===== config.mk =====
export PLATFORM = sky130hd
export DESIGN_NAME = dmem_port_arb
export DESIGN_NICKNAME = d
export VERILOG_FILES = /design/src/rtl/pkg_tpu.sv /design/src/rtl/rr_pick.sv /design/src/rtl/dmem_port_arb.sv
export SDC_FILE = /design/constraint.sdc
export NUM_CORES = 1
export LEC_CHECK = 0
export ABC_CLOCK_PERIOD_IN_PS = 12810
export CORE_ASPECT_RATIO = 1.5
export CORE_MARGIN = 8
export CORE_UTILIZATION = 23
export DETAILED_ROUTE_END_ITERATION = 16
export GPL_ROUTABILITY_DRIVEN = 0
export PLACE_DENSITY = 0.4
export SYNTH_ARGS = -nofsm -noshare
export SYNTH_HDL_FRONTEND = slang
export SYNTH_SLANG_ARGS = --single-unit

===== constraint.sdc =====
create_clock -name clock -period 12.81 [get_ports clock]
set_input_delay 1.9215 -clock clock [delete_from_list [all_inputs] [get_ports clock]]
set_output_delay 1.9215 -clock clock [all_outputs]
set_load 0.03 [all_outputs]

===== src/rtl/pkg_tpu.sv =====
// Shared TPU definitions: DMem arbiter state encoding and default burst-length width.
package pkg_tpu;

    typedef enum logic [1:0] {
        ARB_IDLE  = 2'd0,
        ARB_BURST = 2'd1,
        ARB_TURN  = 2'd2
    } arb_state_t;

    localparam int DMEM_ARB_LEN_W = 4;

endpackage


===== src/rtl/rr_pick.sv =====
// Combinational find-first-set starting at a rotating pointer, wrapping at N.
module rr_pick #(
    parameter int N  = 3,
    parameter int IW = $clog2(N)
) (
    input  logic [N-1:0]  i_req,
    input  logic [IW-1:0] i_ptr,
    output logic [N-1:0]  o_oh,
    output logic [IW-1:0] o_idx,
    output logic          o_found
);

    int w_best;

    // Pick the requester with the smallest rotated distance from the pointer.
    always_comb begin
        o_oh    = '0;
        o_idx   = '0;
        o_found = 1'b0;
        w_best  = N;
        for (int j = 0; j < N; j++) begin
            if (i_req[j] && (((j + N - int'(i_ptr)) % N) < w_best)) begin
                w_best  = (j + N - int'(i_ptr)) % N;
                o_oh    = '0;
                o_oh[j] = 1'b1;
                o_idx   = IW'(j);
                o_found = 1'b1;
            end
        end
    end

endmodule


===== src/rtl/dmem_port_arb.sv =====
// Round-robin, burst-locked arbiter for one DMem bank port (router + two TPU LdSt ports).
// Define DMEM_ARB_ROUTER_PRIO_EN to let requester 0 (router) win every arbitration it requests.
module dmem_port_arb
    import pkg_tpu::*;
#(
    parameter int NUM_REQ = 3,
    parameter int LEN_W   = DMEM_ARB_LEN_W,
    parameter int SEL_W   = $clog2(NUM_REQ)
) (
    input  logic                     clock,
    input  logic                     reset,
    input  logic [NUM_REQ-1:0]       I_Req,
    input  logic [NUM_REQ*LEN_W-1:0] I_Len,
    input  logic [NUM_REQ-1:0]       I_Rls,
    input  logic                     I_Mem_Ready,
    output logic [NUM_REQ-1:0]       O_Grant,
    output logic [SEL_W-1:0]         O_Sel,
    output logic                     O_Valid,
    output logic                     O_Last,
    output logic                     O_Busy
);

    arb_state_t         r_state;
    logic [SEL_W-1:0]   r_ptr;
    logic [SEL_W-1:0]   r_sel;
    logic [NUM_REQ-1:0] r_grant;
    logic [LEN_W-1:0]   r_cnt;
    logic [LEN_W-1:0]   r_len;

    logic [NUM_REQ-1:0] w_pick_oh;
    logic [SEL_W-1:0]   w_pick_idx;
    logic               w_pick_found;
    logic               w_win_router;
    logic [NUM_REQ-1:0] w_win_oh;
    logic [SEL_W-1:0]   w_win_idx;
    logic [SEL_W-1:0]   w_ptr_nxt;
    logic [LEN_W-1:0]   w_len_sel;
    logic [LEN_W-1:0]   w_len_lat;
    logic               w_beat;
    logic               w_end;

    rr_pick #(.N(NUM_REQ), .IW(SEL_W)) u_pick (
        .i_req   (I_Req),
        .i_ptr   (r_ptr),
        .o_oh    (w_pick_oh),
        .o_idx   (w_pick_idx),
        .o_found (w_pick_found)
    );

`ifdef DMEM_ARB_ROUTER_PRIO_EN
    assign w_win_router = I_Req[0];
`else
    assign w_win_router = 1'b0;
`endif

    assign w_win_oh  = w_win_router ? NUM_REQ'(1) : w_pick_oh;
    assign w_win_idx = w_win_router ? '0 : w_pick_idx;
    // Router-priority grants leave the round-robin pointer where it was.
    assign w_ptr_nxt = w_win_router ? r_ptr :
                       (w_pick_idx == SEL_W'(NUM_REQ - 1)) ? '0 : w_pick_idx + 1'b1;

    always_comb begin
        w_len_sel = '0;
        for (int i = 0; i < NUM_REQ; i++) begin
            if (w_win_oh[i]) w_len_sel = I_Len[i*LEN_W +: LEN_W];
        end
    end

    assign w_len_lat = (w_len_sel == '0) ? LEN_W'(1) : w_len_sel;
    assign w_beat    = O_Valid & I_Mem_Ready;
    // Release from anyone but the owner is masked off by the one-hot grant.
    assign w_end     = (w_beat && (r_cnt == r_len - 1'b1)) || (|(I_Rls & r_grant));

    always_ff @(posedge clock or posedge reset) begin
        if (reset) begin
            r_state <= ARB_IDLE;
            r_ptr   <= '0;
            r_sel   <= '0;
            r_grant <= '0;
            r_cnt   <= '0;
            r_len   <= '0;
        end else begin
            case (r_state)
                ARB_IDLE, ARB_TURN: begin
                    if (w_pick_found) begin
                        r_state <= ARB_BURST;
                        r_grant <= w_win_oh;
                        r_sel   <= w_win_idx;
                        r_len   <= w_len_lat;
                        r_cnt   <= '0;
                        r_ptr   <= w_ptr_nxt;
                    end else begin
                        r_state <= ARB_IDLE;
                        r_grant <= '0;
                    end
                end
                ARB_BURST: begin
                    if (w_beat) r_cnt <= r_cnt + 1'b1;
                    if (w_end) begin
                        r_state <= ARB_TURN;
                        r_grant <= '0;
                    end
                end
                default: begin
                    r_state <= ARB_IDLE;
                    r_grant <= '0;
                end
            endcase
        end
    end

    assign O_Grant = r_grant;
    assign O_Sel   = r_sel;
    assign O_Valid = (r_state == ARB_BURST);
    assign O_Last  = O_Valid & (r_cnt == r_len - 1'b1);
    assign O_Busy  = (r_state != ARB_IDLE);

endmodule

; ---- After elaboration in Yosys (flattened, before gate mapping)
; Index checks and enable logic that the tools add are counted.
[op_classes]
eq_ne = 7
n_reduce_logical = 13
bitwise_logic = 3
n_shift = 0
mux = 24
n_lt_le_gt_ge = 3
mul = 0
div = 3
n_addsub = 6
[ops]
columns = cell, count
row1 = "remainder unit 32 x 3 -> 32 bit, second input constant", 3
row2 = less-than comparator 32 bit, 2
row3 = 2-to-1 mux 32 bit, 2
row4 = "less-than comparator 32 x 3 -> 1 bit, second input constant", 1
row5 = 2-to-1 mux 4 bit, 6
row6 = 2-to-1 mux 3 bit, 3
row7 = 2-to-1 mux 2 bit, 4
row8 = case mux 4 bit (2 select lines), 1
row9 = "subtractor 3 x 2 -> 4 bit, first input constant", 2
row10 = 2-to-1 mux 1 bit, 6
row11 = "inequality test 2 x 1 -> 1 bit, second input constant", 3
row12 = case mux 3 bit (2 select lines), 1
row13 = "adder 4 x 1 -> 4 bit, second input constant", 1
row14 = "== test 2 bit, second input constant", 2
row15 = == test 4 bit, 1
row16 = logical AND 1 bit, 4
row17 = zero test 4 bit, 1
row18 = case mux 2 bit (2 select lines), 1
row19 = nonzero test 2 bit, 2
row20 = "subtractor 4 x 1 -> 4 bit, second input constant", 1
row21 = bitwise AND 3 bit, 1
row22 = AND reduction 3 bit, 1
row23 = OR reduction 3 bit, 1
row24 = "subtractor 2 x 2 -> 3 bit, first input constant", 1
row25 = other kinds (7), 8
[word_totals]
mem_count = 0
rom_bits = 0
ram_bits = 0
inputBits = 21
out_inout_bits = 8
latch_bits = 0
ff_bits = 17
wordCells = 65

; ---- Longest topological paths before layout
; Gate-level depths: netlist (run 1).
[logic_depth]
depth_word = 16
ltp_mapped = 21

; ---- Modules after synthesis
; From an unflattened synthesis (run 1), not the netlist that was laid out.
[unflattened]
hier_cells = 179
area_unflattened_um2 = 1557.7
[by_module_without_submodules]
columns = module, seq_area_each_um2, cells_each, area_each_um2, n_inst
row1 = dmem_port_arb, 425.4, 94, 900.9, 1
row2 = rr_pick, 0.0, 85, 656.9, 1

; ---- Least setup slack after synthesis (run 1)
; OpenSTA, ideal clock, no wires.
[synth_timing]
path_kind = input-to-reg
startpoint = in I_Req[0]
endpoint = reg r_len[0]
required_time_ns = 12.683
path_buffers = 1
setup_time_ns = 0.127
cell_stages = 14
arrival_time_ns = 5.091
slack_ns = 7.591
cell_sequence = nor2b_1 > ha_1 > nor2b_1 > o211ai_2 > o31ai_1 > nand2_1 > ha_1 > a21oi_1 > o211ai_1 > a2111oi_4 > o211ai_4 > a31oi_4 > buf_6 > mux2_1
[synth_between]
elab_chain_len = 13
[synth_rtl]
columns = item, line
row1 = from (decl), dmem_port_arb.sv:12  ; input logic [NUM_REQ-1:0] I_Req,
row2 = logical AND 1 bit *, rr_pick.sv:22  ; if (i_req[j] && (((j + N - int'(i_ptr)) % N) < w_best)) begin
row3 = 2-to-1 mux 32 bit, rr_pick.sv:22
row4 = less-than comparator 32 bit, rr_pick.sv:22
row5 = logical AND 1 bit, rr_pick.sv:22
row6 = 2-to-1 mux 32 bit, rr_pick.sv:22
row7 = less-than comparator 32 bit, rr_pick.sv:22
row8 = logical AND 1 bit, rr_pick.sv:22
row9 = 2-to-1 mux 3 bit, rr_pick.sv:22
row10 = 2-to-1 mux 4 bit (3 in a row), dmem_port_arb.sv:65  ; if (w_win_oh[i]) w_len_sel = I_Len[i*LEN_W +: LEN_W];
row11 = zero test 4 bit, dmem_port_arb.sv:69  ; assign w_len_lat = (w_len_sel == '0) ? LEN_W'(1) : w_len_sel;
row12 = 2-to-1 mux 4 bit, dmem_port_arb.sv:69
row13 = to (signal assigned), dmem_port_arb.sv:89  ; r_len <= w_len_lat;
row14 = to (decl), dmem_port_arb.sv:28  ; logic [LEN_W-1:0] r_len;
; Mark *: on every way between the ends. The rest lies on a longest branch, timed or not.
; A chain may end at the register's enable or synchronous reset.

; ---- Final worst setup path (run 1)
[layout_timing]
startpoint = in I_Req[0]
endpoint = reg r_len[3]
; Same word-level chain as after synthesis.

==> impl_metrics.toml, run 1 <==
[run_status]
status = "completed"

[critical_path]
cp_slowest_cell = "o31ai_1"
cp_max_fo = 11
ff2ff_setup_slack_ns = 7.67
ff2ff_path_depth = 16
critPathLaunchType = "input pin"
path_cells = "clkdlybuf4s50_1 > nor2b_1 > ha_1 > nor2b_1 > o211ai_2 > o31ai_1 > nand2_1 > ha_1 > a21oi_1 > o211ai_1 > a2111oi_4 > o211ai_4 > a31oi_4 > mux2_2"
arrival_ns = 6.03
end_kind = "flip-flop"
worstSetupPathType = "input pin to flip-flop"
reg2reg_from = "r_ptr[1]$_DFFE_PP0P_"
r2r-end = "r_len[3]$_DFFE_PP0P_"
cp_slowest_stage_delay_ns = 0.83
crit_required_ns = 12.94

[synthesis]
ys.flop_type = "dfrtp_1"
ys_seq_area_share_pct = 25.7
synth_cell_types = 47
synth_edf_count = 0
synthArstFlopShare_pct = 100
synthesis.nets = 215
ys_seq_elements = 16
syn_avg_cell_area_um2 = 9.07
synth_area_um2 = 1560
syn-instance-count = 172
ys_warn_count = 0

[route]
first_pass_iters = 4
drcViolationCount = 0
drt-initial-drc-count = 24
vias_per_cell = 4.70
wl_um = 4220
ant_nets = 0
num_vias = 1312
wire_per_inst_um = 15.1

[cells_and_area]
utilization_pct = 29.2
finalInstanceArea_um2 = 1960
n_antenna_cell = 0
layout.nets = 246
syn2layout_area_growth_pct = 25.7
drive_gt1_share_pct = 7.46

[hold_path]
hp-class = "flip-flop to flip-flop"
min_path_cells = 2
worstHoldStart = "O_Grant[1]$_DFFE_PP0P_"
min_to = "O_Grant[1]$_DFFE_PP0P_"

[clock_tree]
holdBufCountCts = 0
clkLatencyLatePin_ns = 0.24
cts_buffers = 3
clockBufferDepth = 2
htree_num_levels = 1
cts_root_buf = "clkbuf_8"
cts_sinks = 16
postCtsSetupBuffers = 0
clk_pin_slew_ns = 0.06
cts.repair.resized = 0
cts_tree = "yes"

[sta]
worst_pin_slew_ns = 0.957
clock.fmax_mhz = 170
hold_viol_final = 0
maxSlewHeadroom_pct = 35.7
period_needed_ns = 5.90
finalClockSkew_ns = 0.00332
timing.final.crit_share_pct = 46.0
tns_ns = 0
maxSlewViolCount = 0
rsz0062_at_grt = "no"
setup_viol = 0

[grt]
grt_max_degree = 17
grt_pass1_wl_um = 7120
grt_usage_pct = 8.92
antenna_found_initial = 0
overflow = 0
grt_pass1_vias = 1434

[job]
drv_cap = 0

[die]
core_um2 = 6710
fp.dieH_um = 117
start_util_pct = 23.2
rows = 37
die_area_um2 = 9730
die_x_um = 83.3
pin_count = 29

[placed_design]
place_hpwl_um = 3600
port_buffers = 28
postPlaceCellArea_um2 = 1920

[pwr]
peakVddDrop_mv = 0.101
power.density_nw_per_um2 = 267
power_leakage_nw = 0.870
Yosys cell counts (4+ instances only):
master | n | area share [%]
dfrtp_1 | 16 | 26
nor3_1 | 5 | 1.6
xnor2_1 | 4 | 2.2
nand2_1 | 24 | 5.8
nor2b_1 | 9 | 3.6
a21o_1 | 6 | 2.9
o21ai_0 | 5 | 1.6
ha_1 | 22 | 18
nor2_1 | 8 | 1.9
a21oi_1 | 5 | 1.6
o211ai_1 | 4 | 1.9
inv_1 | 11 | 2.6
worst max path at each step:
stage,from,end,slack (ns),cells past startpoint
global placement,I_Req[0],r_len[3]$_DFFE_PP0P_,6.71,14
finish,I_Req[0],r_len[3]$_DFFE_PP0P_,6.91,14
global route,I_Req[0],r_len[3]$_DFFE_PP0P_,6.51,14
CTS,I_Req[0],r_len[3]$_DFFE_PP0P_,6.88,14
detailed placement,I_Req[0],r_len[3]$_DFFE_PP0P_,6.60,14
floorplan,I_Req[0],r_len[0]$_DFFE_PP0P_,7.59,14
through the flow:
stage / hold WS (ns) / setup slack [ns] / total power, mW / instances
finish: 0.515 / 6.91 / 0.524 / 279
global route: 0.539 / 6.51 / 0.579 / 279
CTS: 0.513 / 6.88 / 0.533 / 279
detailed placement: 0.499 / 6.60 / 0.495 / 276
global placement: 0.501 / 6.71 / 0.496 / 276
floorplan: 0.502 / 7.59 / 0.400 / 172
worst max-delay path, delay by kind of cell:
kind                       cells  cell delay [ns]
AOI/OAI and AO/OA              7             2.28
buffers and inverters          1             0.44
and+or+nand+nor                3             0.45
muxes                          1             0.38
adders and majority gates      2             0.55
layout make-up:
type	count	area, µm²
tap	78	97.6
inverter	12	45.0
timing repair buffer	28	280
clock buffer	3	41.3
multi-input combinational	142	1100
fill	704	4750
sequential	16	400
registers in the layout, indices dropped and copies added, names as in the netlist:
| register | count |
|---|---|
| O_Grant | 3 |
| O_Sel | 1 |
| r_cnt | 4 |
| r_len | 4 |
| r_ptr | 2 |
| r_state | 2 |
power breakdown:
group	switching, mW	internal (mW)	total (mW)
logic	0.220	0.174	0.395
registers	0.0218	0.0710	0.0928
clock network	0.0158	0.0208	0.0366
metal layers:
| metal | GRT usage, % | vias up | share of wire [%] |
|---|---|---|---|
| li1 | - | 678 | - |
| met1 | 9.40 | 611 | 40 |
| met2 | 17.2 | 21 | 56 |
| met3 | 1.66 | 2 | 3.8 |
| met4 | 3.18 | 0 | 0.83 |
| met5 | 0 | - | 0 |
logic make-up (layout without fill, tap and decap cells):
group	Yosys count	in the layout	synth area share (%)
buffers and inverters	14	43	4.09
XOR/XNOR	7	7	3.93
multiplexers	9	9	6.50
adder cells (fa/ha/maj)	22	22	17.6
AND/OR/NAND/NOR	63	63	20.0
AO/OA/AOI/OAI	41	41	22.2
flip-flops	16	16	25.7
cell usage in the layout, fill, tap and decap left out, types with 2 or more instances in the layout:
| master | n |
|---|---|
| clkbuf_8 | 3 |
| and2_1 | 3 |
| o211ai_1 | 4 |
| ha_1 | 22 |
| mux2_2 | 2 |
| a21oi_1 | 5 |
| nand4_1 | 2 |
| nor3_1 | 5 |
| o21ai_1 | 3 |
| or4_1 | 2 |
| o31ai_1 | 2 |
| nor2_1 | 8 |
| nand3_1 | 2 |
| clkdlybuf4s50_1 | 28 |
| or2_2 | 2 |
| and3_1 | 2 |
| xor2_1 | 3 |
| mux2i_1 | 3 |
| mux2_1 | 3 |
| xnor2_1 | 4 |
| inv_1 | 11 |
| nand2_1 | 24 |
| a21o_1 | 6 |
| dfrtp_1 | 16 |
| a22o_1 | 2 |
| o21ai_0 | 5 |
| nor2b_1 | 9 |
(Power assumes the default switching activity.)
==> inputs of run 2 (changes only) <==
ABC_CLOCK_PERIOD_IN_PS = 5300   (was 12810)
PLACE_DENSITY = 0.41   (was 0.4)
clock period = 5.3 ns   (was 12.81 ns; I/O delays follow)
==> run 2 against run 1 <==
  * Sequential power rose by 140%
  * Worst hold slack got worse by 0.0061 ns
  * Highest routed layer unchanged
  * Sequential share of layout area fell by 0.22 points
==> impl_metrics.toml, run 2 (same netlist as run 1, synthesis figures left out) <==
[run_status]
status = "completed"

[cells_and_area]
drive_gt1_share_pct = 8.37
utilization_pct = 29.5
syn2layout_area_growth_pct = 27.0
fin_cells = 281
layout.nets = 247
n_antenna_cell = 0
final_common_cell = "clkdlybuf4s50_1"
final_cell_mix = "clkdlybuf4s50_1, nand2_1, ha_1, dfrtp_1, inv_1"

[clock_tree]
cts_sinks = 16
cts_root_buf = "clkbuf_8"
clk_pin_slew_ns = 0.07
cts_tree = "yes"
cts_buffers = 3
htree_num_levels = 1
holdBufCountCts = 0
clkLatencyLatePin_ns = 0.25
cts.repair.resized = 0
postCtsSetupBuffers = 0
clockBufferDepth = 2

[pwr]
p_switching_uw = 634
power_leakage_nw = 0.882
p_int_uw = 671
p_comb_share_pct = 74.5
switching_share_pct = 48.6
clkPwrFrac_pct = 8.4
seqPwrFrac_pct = 17.1
power.density_nw_per_um2 = 658
peakVddDrop_mv = 0.254

[route]
first_pass_iters = 4
wire_per_inst_um = 14.7
ant_nets = 0
drt-initial-drc-count = 14
num_vias = 1332
wl_um = 4120
drcViolationCount = 0
vias_per_cell = 4.74

[placed_design]
place_hpwl_um = 3540
dp.cells = 277
dpl_worst_slack_ns = 0.352
port_buffers = 28

[sta]
rsz0062_at_grt = "no"
setup_viol = 0
tns_ns = 0
period_needed_ns = 4.89
clock.fmax_mhz = 204
hold_viol_final = 0
maxSlewHeadroom_pct = 57.4
maxSlewViolCount = 0
fin_ws_ns = 0.407
worst_pin_slew_ns = 0.622
timing.final.crit_share_pct = 92.3
finalClockSkew_ns = 0.00510

[hold_path]
hp-class = "flip-flop to flip-flop"
min_to = "O_Grant[1]$_DFFE_PP0P_"
worstHoldStart = "O_Grant[1]$_DFFE_PP0P_"
min_path_cells = 2

[die]
die_x_um = 83.3
core_um2 = 6710
pin_count = 29
fp.dieH_um = 117
start_util_pct = 23.2
rows = 37
die_area_um2 = 9730

[grt]
grt_pass1_vias = 1465
grt_pass1_wl_um = 7070
grt_max_degree = 17
overflow = 0
grt_usage_pct = 8.94
antenna_found_initial = 0

[critical_path]
reg2reg_from = "r_ptr[1]$_DFFE_PP0P_"
ff2ff_path_depth = 17
arrival_ns = 5.03
ff2ff_setup_slack_ns = 0.41
cp_max_fo = 9
crit_required_ns = 5.44
worstSetupPathType = "flip-flop to flip-flop"
critPathLaunchType = "flip-flop"
end_kind = "flip-flop"
r2r-end = "r_len[2]$_DFFE_PP0P_"

[job]
drv_cap = 0
[run 2: cell types whose count changed in the layout (fill, tap and decap cells not counted)]
cell / delta
buf_4: +1
clkbuf_8: +1
[run 2: layer usage]
metal	GRT usage (%)	up-vias	part of all wire (%)
met5	0	-	0
met4	4.59	0	2.9
met3	1.59	9	3.1
met2	16.9	22	54
met1	9.26	626	40
li1	-	675	-
[run 2: power groups by stage]
stage | clock network (mW) | registers, mW | logic [mW]
final | 0.109 | 0.223 | 0.971
after CTS | 0.115 | 0.225 | 0.992
after global routing | 0.121 | 0.234 | 1.09
after detailed placement | 0 | 0.228 | 0.988
after global placement | 0 | 0.227 | 0.998
after floorplan | 0 | 0.231 | 0.737
[run 2: metrics by stage]
step | power [mW] | cell area (µm²) | hold WS [ns]
global route | 1.44 | 1980 | 0.545
global placement | 1.22 | 1930 | 0.497
floorplan | 0.968 | 1560 | 0.502
detailed placement | 1.22 | 1930 | 0.509
finish | 1.30 | 1980 | 0.509
CTS | 1.33 | 1980 | 0.526
[run 2: worst max path at each step]
stage | end | cells past startpoint | from | slack [ns]
finish | r_len[2]$_DFFE_PP0P_ | 17 | r_ptr[1]$_DFFE_PP0P_ | 0.41
global route | r_len[0]$_DFFE_PP0P_ | 17 | r_ptr[1]$_DFFE_PP0P_ | 0.04
CTS | r_len[2]$_DFFE_PP0P_ | 17 | r_ptr[1]$_DFFE_PP0P_ | 0.36
detailed placement | r_len[2]$_DFFE_PP0P_ | 15 | I_Req[0] | 0.35
global placement | r_len[3]$_DFFE_PP0P_ | 15 | I_Req[0] | 0.32
floorplan | r_len[0]$_DFFE_PP0P_ | 17 | r_ptr[1]$_DFFE_PP0P_ | 0.83
[run 2: critical path, cell delays in order, from the launching register on]
cell      delay, ns
dfrtp_1        0.47
inv_1          0.18
ha_1           0.35
and3b_1        0.30
inv_2          0.07
ha_1           0.29
nor2b_1        0.18
o211ai_2       0.11
o31a_4         0.43
a21o_1         0.18
ha_1           0.17
or4_1          0.51
a211oi_1       0.22
a21o_1         0.19
o211ai_1       0.13
o211ai_4       0.36
mux2_1         0.37
mux2_4         0.26
[run 2: cell type report]
type                            count  area [µm²]
Clock buffer                        4        55.1
Sequential cell                    16         400
Multi-Input combinational cell    142        1100
Tap cell                           78        97.6
Inverter                           12        45.0
Fill cell                         724        4730
Timing Repair Buffer               29         288
==> inputs of run 3 (changes only) <==
ABC_CLOCK_PERIOD_IN_PS = unset   (was 5300)
GPL_TIMING_DRIVEN = 0   (was unset)
==> run 3 against run 2 <==
  * Critical path type unchanged
  * Largest power group unchanged
  * Setup slack got worse by 0.036 ns
  * Die area unchanged
  * Via count increased by 1.2%
  * Worst hold slack improved by 0.0065 ns
==> impl_metrics.toml, run 3 (same netlist as run 1, synthesis figures left out) <==
[route]
dr.max_layer_used = "met4"
drcViolationCount = 0
drt-initial-drc-count = 41
first_pass_iters = 4
wl_met1_um = 1570
wl_met3_um = 143
wire_per_inst_um = 14.4
num_vias = 1348
vias_per_cell = 4.75
wl_met2_um = 2350
ant_nets = 0
wl_um = 4080

[placed_design]
dpl_worst_slack_ns = -0.0346
port_buffers = 28
place_hpwl_um = 3450
dp.cells = 278

[pwr]
power.density_nw_per_um2 = 668
peakVddDrop_mv = 0.262
p_total_mw = 1.35
power_leakage_nw = 0.900

[hold_path]
hp-class = "flip-flop to flip-flop"
worstHoldStart = "O_Sel[1]$_DFFE_PP0P_"

[cells_and_area]
n_antenna_cell = 0
layout.nets = 250
final_cell_mix = "clkdlybuf4s50_1, nand2_1, ha_1, dfrtp_1, inv_1"
fin_cells = 284
final_common_cell = "clkdlybuf4s50_1"
syn2layout_area_growth_pct = 29.6
drive_gt1_share_pct = 10.2

[sta]
hold_viol_final = 0
maxSlewViolCount = 0
timing.final.crit_share_pct = 93.0
finalClockSkew_ns = 0.000776
period_needed_ns = 4.93
fin_ws_ns = 0.370
worst_pin_slew_ns = 0.628
maxSlewHeadroom_pct = 57.0
clock.fmax_mhz = 203
setup_viol = 0
timing.hold.ws_ns = 0.515
rsz0062_at_grt = "no"

[clock_tree]
cts_buffers = 3
cts_tree = "yes"
clk_pin_slew_ns = 0.06
cts_sinks = 16
cts_root_buf = "clkbuf_8"
clkLatencyLatePin_ns = 0.25
holdBufCountCts = 0
clockBufferDepth = 2
htree_num_levels = 1

[critical_path]
cp_max_fo = 7
worstSetupPathType = "flip-flop to flip-flop"
reg2reg_from = "r_ptr[1]$_DFFE_PP0P_"
arrival_ns = 5.06
critPathLaunchType = "flip-flop"
crit_required_ns = 5.43
end_kind = "flip-flop"
startpoint = "r_ptr[1]$_DFFE_PP0P_"

[die]
die_x_um = 83.3
rows = 37
pin_count = 29
core_um2 = 6710
fp.dieH_um = 117
die_area_um2 = 9730
start_util_pct = 23.2

[run_status]
status = "completed"

[grt]
grt_pass1_wl_um = 6900
grt_max_degree = 17
grt_pass1_vias = 1417
antenna_found_initial = 0
overflow = 0
grt_usage_pct = 8.69

[job]
drv_cap = 0
-- run 3: layout make-up --
type	count	area [µm²]
Fill cell	721	4690
Multi-Input combinational cell	142	1110
Sequential cell	16	400
Timing Repair Buffer	30	295
Tap cell	78	97.6
Clock buffer	4	55.1
Inverter	12	45.0
Buffer	2	18.8
-- run 3: layer usage --
| layer | GRT usage [%] | up-vias |
|---|---|---|
| met5 | 0 | - |
| met4 | 2.12 | 0 |
| met3 | 1.52 | 2 |
| met2 | 17.9 | 19 |
| met1 | 8.64 | 643 |
| li1 | - | 684 |
-- run 3: per-stage QoR --
stage / TNS, ns / area (µm²) / utilization (%)
2_1_floorplan: 0 / 1560 / -
3_3_place_gp: -0.0667 / 1940 / 28.9
3_5_place_dp: -0.0623 / 1940 / 28.9
4_1_cts: 0 / 2000 / 29.8
5_1_grt: 0 / 2020 / 30.1
6_report: 0 / 2020 / 30.1
-- run 3: worst paths after layout --
kind | slack [ns] | cells after the start | endpoint
min | 0.52 | 2 | O_Sel[1]$_DFFE_PP0P_
min in group asynchronous | 0.92 | 2 | O_Grant[2]$_DFFE_PP0P_
max reg2reg | 0.37 | 17 | r_len[2]$_DFFE_PP0P_
max in group asynchronous | 3.98 | 2 | r_cnt[1]$_DFFE_PP0P_
min reg2reg | 0.52 | 2 | O_Sel[1]$_DFFE_PP0P_
max | 0.37 | 17 | r_len[2]$_DFFE_PP0P_
-- run 3: timing repair --
item / 4_1_cts / 5_1_grt
pin swaps: 0 / 1
gates cloned: 0 / 0
gates resized for setup: 1 / 1
endpoints found under the setup margin: 3 / 4
setup buffers: 0 / 2
-- run 3: worst max-delay path, cell delays in order (launching register included) --
cell,delay [ns]
dfrtp_1,0.48
inv_1,0.17
ha_1,0.38
and3b_1,0.32
inv_2,0.08
ha_1,0.29
nor2b_1,0.20
o211ai_2,0.15
o31a_4,0.44
a21o_1,0.18
ha_1,0.17
or4_1,0.53
a211oi_1,0.19
a21o_1,0.17
o211ai_1,0.14
o211ai_4,0.33
mux2_1,0.36
mux2_4,0.25
-- run 3: where the power goes --
part / leakage, nW / switching (mW) / internal [mW]
Sequential: 0.204 / 0.0533 / 0.172
Clock: 0.0288 / 0.0422 / 0.0658
Combinational: 0.667 / 0.550 / 0.468
